## src/rtl/pipe_if_id_hazard.sv

```systemverilog
// pipe_if_id_hazard
//   IF/ID pipeline register for the 5-stage MIPS pipeline. It also holds the
//   load-use hazard detector and the branch flush control. A saturating
//   counter records the number of stall cycles for performance debug.
//
// Ports
//   clk_i           clock, rising edge
//   rst_i           asynchronous active-low reset
//   pc_i            PC+4 from IF
//   instr_i         fetched instruction
//   ex_memread_i    MemRead of the instruction in EX
//   ex_rt_i         rt field of the instruction in EX
//   branch_taken_i  branch resolved taken this cycle (MEM stage)
//   pc_o            registered PC+4 to ID
//   instr_o         registered instruction to ID
//   valid_o         registered; instr_o is a real instruction
//   pc_write_o      combinational; 0 = PC must hold
//   ctrl_bubble_o   combinational; 1 = ID/EX loads all-zero control fields
//   flush_o         combinational; flush for ID/EX and EX/MEM
//   stall_cnt_o     registered, saturating count of load-use stall cycles
module pipe_if_id_hazard #(
  parameter logic [31:0] NOP_INSTR = 32'h0000_0000,
  parameter int          CNT_W     = 16
) (
  input  logic             clk_i,
  input  logic             rst_i,
  input  logic [31:0]      pc_i,
  input  logic [31:0]      instr_i,
  input  logic             ex_memread_i,
  input  logic [4:0]       ex_rt_i,
  input  logic             branch_taken_i,
  output logic [31:0]      pc_o,
  output logic [31:0]      instr_o,
  output logic             valid_o,
  output logic             pc_write_o,
  output logic             ctrl_bubble_o,
  output logic             flush_o,
  output logic [CNT_W-1:0] stall_cnt_o
);

  localparam logic [CNT_W-1:0] CNT_MAX = {CNT_W{1'b1}};
  localparam logic [CNT_W-1:0] CNT_ONE = {{(CNT_W-1){1'b0}}, 1'b1};

  logic [31:0]      pc_q, pc_d;
  logic [31:0]      instr_q, instr_d;
  logic             valid_q, valid_d;
  logic [CNT_W-1:0] cnt_q, cnt_d;

  logic rs_match;
  logic rt_match;
  logic hazard;
  logic stall;

  // Both source fields are compared whatever the opcode. An instruction with
  // no rt source can therefore stall needlessly, which is harmless.
  // Register $0 is never a real dependency.
  assign rs_match = (ex_rt_i == instr_q[25:21]);
  assign rt_match = (ex_rt_i == instr_q[20:16]);
  assign hazard   = valid_q & ex_memread_i & (ex_rt_i != 5'd0) & (rs_match | rt_match);

  // A flush discards the dependent instruction, so it overrides the stall.
  assign stall = hazard & ~branch_taken_i;

  assign pc_write_o    = ~stall;
  assign ctrl_bubble_o = branch_taken_i | hazard;
  assign flush_o       = branch_taken_i;

  always_comb begin
    pc_d    = pc_i;
    instr_d = instr_i;
    valid_d = 1'b1;
    cnt_d   = cnt_q;
    if (branch_taken_i) begin
      pc_d    = 32'h0000_0000;
      instr_d = NOP_INSTR;
      valid_d = 1'b0;
    end else if (stall) begin
      pc_d    = pc_q;
      instr_d = instr_q;
      valid_d = valid_q;
      // Hold at all-ones rather than wrapping back to zero.
      if (cnt_q != CNT_MAX) begin
        cnt_d = cnt_q + CNT_ONE;
      end
    end
  end

  always_ff @(posedge clk_i or negedge rst_i) begin
    if (!rst_i) begin
      pc_q    <= 32'h0000_0000;
      instr_q <= NOP_INSTR;
      valid_q <= 1'b0;
      cnt_q   <= '0;
    end else begin
      pc_q    <= pc_d;
      instr_q <= instr_d;
      valid_q <= valid_d;
      cnt_q   <= cnt_d;
    end
  end

  assign pc_o        = pc_q;
  assign instr_o     = instr_q;
  assign valid_o     = valid_q;
  assign stall_cnt_o = cnt_q;

endmodule
```

## config.mk

```make
export PLATFORM = sky130hd
export DESIGN_NAME = pipe_if_id_hazard
export DESIGN_NICKNAME = d
export VERILOG_FILES = /design/src/rtl/pipe_if_id_hazard.sv
export SDC_FILE = /design/constraint.sdc
export NUM_CORES = 1
export LEC_CHECK = 0
export CAP_MARGIN = 0
export CORE_AREA = 2 2 96 98
export CTS_BUF_LIST = sky130_fd_sc_hd__clkbuf_4
export CTS_CLUSTER_SIZE = 24
export DETAILED_ROUTE_END_ITERATION = 6
export DIE_AREA = 0 0 98 100
export PLACE_DENSITY = 0.81
export SYNTH_ARGS = -nofsm -noshare
export SYNTH_HDL_FRONTEND = slang
export SYNTH_SLANG_ARGS = --single-unit
```

## constraint.sdc

```tcl
create_clock -name clk_i -period 2.24 [get_ports clk_i]
set_input_delay 0.448 -clock clk_i [delete_from_list [all_inputs] [get_ports clk_i]]
set_output_delay 0.448 -clock clk_i [all_outputs]
set_load 0.02 [all_outputs]
```

==> impl_metrics.yaml <==
outcome:
  status: "finished clean"
final_layout:
  area_growth_pct: 48.0
  register_area_mm2: 0.00203
  layout_common_cells: "clkdlybuf4s50_1 (147), nand2_1 (133), dfrtp_1 (81), mux2i_1 (64), xor2_1 (25)"
  nets: 613
  final_common_cell: "clkdlybuf4s50_1"
  drive_gt1_share_pct: 9.04
  multi_input_area_mm2: 0.00172
  n_fill_cell: 754
  antenna_cells: 0
  final_core_util_pct: 64.4
  final_cell_count_no_fill: 653
  final_area_mm2: 0.00572
logic_synthesis:
  synth_top_cell_by_area: "dfrtp_1"
  synth_edf_count: 0
  yosys.area.top_type_share_pct: 52.4
  synthMuxAreaShare_pct: 17.0
  yosysSeqAreaShare_pct: 52.4
  async_flop_share_pct: 100
  postSynthCellCount: 377
  synth_xor_area_share_pct: 5.66
  synthesis.nets: 451
  synth_area_mm2: 0.00387
  synth_compound_area_share_pct: 1.23
  synth_cell_type_count: 28
  synth.top_cells.by_area: "dfrtp_1 (52%), mux2i_1 (17%), nand2_1 (13%), xor2_1 (5.7%), clkbuf_1 (1.6%)"
  synth_seq_cells: 81
  yosysWarnings: 0
  syn_area_per_cell_um2: 10.3
  yosys.area_share.simple_pct: 19.6
  synth_ff_type: "dfrtp_1"
  synth-adder-area-share_pct: 0.324
  synth_top_family_by_area: "simple AND/OR/NAND/NOR gates"
worst_setup_path:
  critPathLaunchType: "input pin"
  path_cells: "dlygate4sd2_1 > or4_4 > o211ai_4 > o21ai_2 > buf_4"
  crit_fanout: 3
  crit_path_end_kind: "output port"
  worst_path_largest_cell_delay_ps: 550
  path_class: "input pin to output port"
  crit_slowest_cell: "or4_4"
  worstPathArrival_ps: 1740
  crit_required_ps: 1790
sta:
  slew_violations: 0
  final-setup-viol-count: 0
  holdWs_ps: 15.8
  clock.fmax_mhz: 456
  period_share_pct: 97.9
  slew_headroom_pct: 48.3
  worst_pin_slew_ps: 775
  hold_violations: 0
  post-route-min-period_ps: 2190
  skew_ps: 12.2
global_route:
  grt.total_usage_pct: 19.4
  antenna_found_initial: 0
  grt_pass1_wl_um: 15400
  grt_max_degree: 77
  grt_pass1_vias: 3202
  grt_overflow: 0
route:
  detail_route.iter0.violations: 81
  vias: 3272
  routedWlPerCell_um: 14.4
  totalWireLength_um: 9380
  firstDrtPassIters: 4
  routed_via_density: 5.01
  drc_errors: 0
  antenna_left: 0
clock_network:
  numCtsBuffers: 9
  insertion_delay_ps: 410
  cts_max_level: 3
  cts.path.max_buffers: 2
  clock_sinks: 81
  cts_root_buf: "clkbuf_4"
  cts.clk_slew.worst_paths_ps: 120
  cts_tree: "yes"
hold_path:
  hold_path_class: "input pin to async pin"
pwr:
  peakVddDrop_uv: 287
  total_power_mw: 3.05
  total_leakage_power_nw: 2.43
  p_per_area_mw_per_mm2: 533
floorplan:
  ioPinCount: 157
  rows: 35
  die-area_mm2: 0.00980
  start_util_pct: 43.5
  die_x_um: 98
  dieHeight_um: 100
  core_mm2: 0.00889
place:
  hpwl_um: 6610
  dp.cells: 638
  numPortBuffers: 156
  place_congestion: 0.879
  placed_cell_area_mm2: 0.00558
flow_run:
  drv_cap: 0
critical path: cells and delay by family:
family                 cells  cell delay (ps)
AOI/OAI and AO/OA          2              340
and+or+nand+nor            1              550
buffers and inverters      2              410
cells by family after synthesis:
logic type / Yosys count
AND/OR/NAND/NOR: 175
AO/OA/AOI/OAI: 4
adder cells (fa/ha/maj): 1
flip-flops: 81
buffers and inverters: 26
XOR/XNOR: 25
multiplexers: 65
through the flow:
step                      setup TNS [ps]  worst slack (ps)
final                                  0              47.2
after global placement            -41810              -672
after global routing               -9.92             -9.92
after CTS                              0              15.8
after detailed placement          -44950              -664
after floorplan                        0              3.50
cells in the mapped netlist (2+ instances only):
master	n
and4_1	2
buf_4	3
buf_6	5
clkbuf_1	16
dfrtp_1	81
mux2i_1	64
nand2_1	134
nand3_1	5
nand4_1	6
nor2_1	5
nor3_1	6
nor4_1	9
or4b_2	2
xor2_1	25
layout make-up:
cell class,count,area share (%)
Multi-Input combinational cell,270,30.0
Clock buffer,9,1.18
Sequential cell,81,35.4
Timing Repair Buffer,176,30.1
Inverter,1,0.0875
Tap cell,111,2.43
Clock inverter,5,0.853
registers in the layout, summed over array words and instances (netlist names):
| register | cells |
|---|---|
| instr_o | 32 |
| pc_o | 32 |
| stall_cnt_o | 16 |
| valid_o | 1 |
worst paths after layout:
check,startpoint,to,slack [ps],cells after the start
hold reg to reg,stall_cnt_o[15],stall_cnt_o[15],510,1
max in group asynchronous,rst_i,instr_o[19],1620,2
setup reg to reg,instr_o[23],instr_o[4],150,6
setup / recovery,ex_rt_i[3],ctrl_bubble_o,50,5
min in group clk_i,stall_cnt_o[15],stall_cnt_o[15],510,1
hold / removal,rst_i,stall_cnt_o[7],20,1
metal layers:
metal | part of all wire (%) | GRT usage (%)
met1 | 43 | 25.6
met2 | 48 | 31.4
met3 | 6.8 | 4.67
met4 | 2.0 | 7.26
met5 | 0 | 0
power by group:
part / internal (mW) / switching (mW)
sequential: 1.54 / 0.0600
clock: 0.320 / 0.472
combinational: 0.343 / 0.314
total: 2.20 / 0.845
what timing repair did:
action	CTS	global route
endpoints found under the hold margin	0	0
pin swaps	4	1
buffers inserted	1	0
gates resized for setup	21	4
hold buffers	0	0
endpoints found under the setup margin	66	63
(Power assumes the default switching activity.)
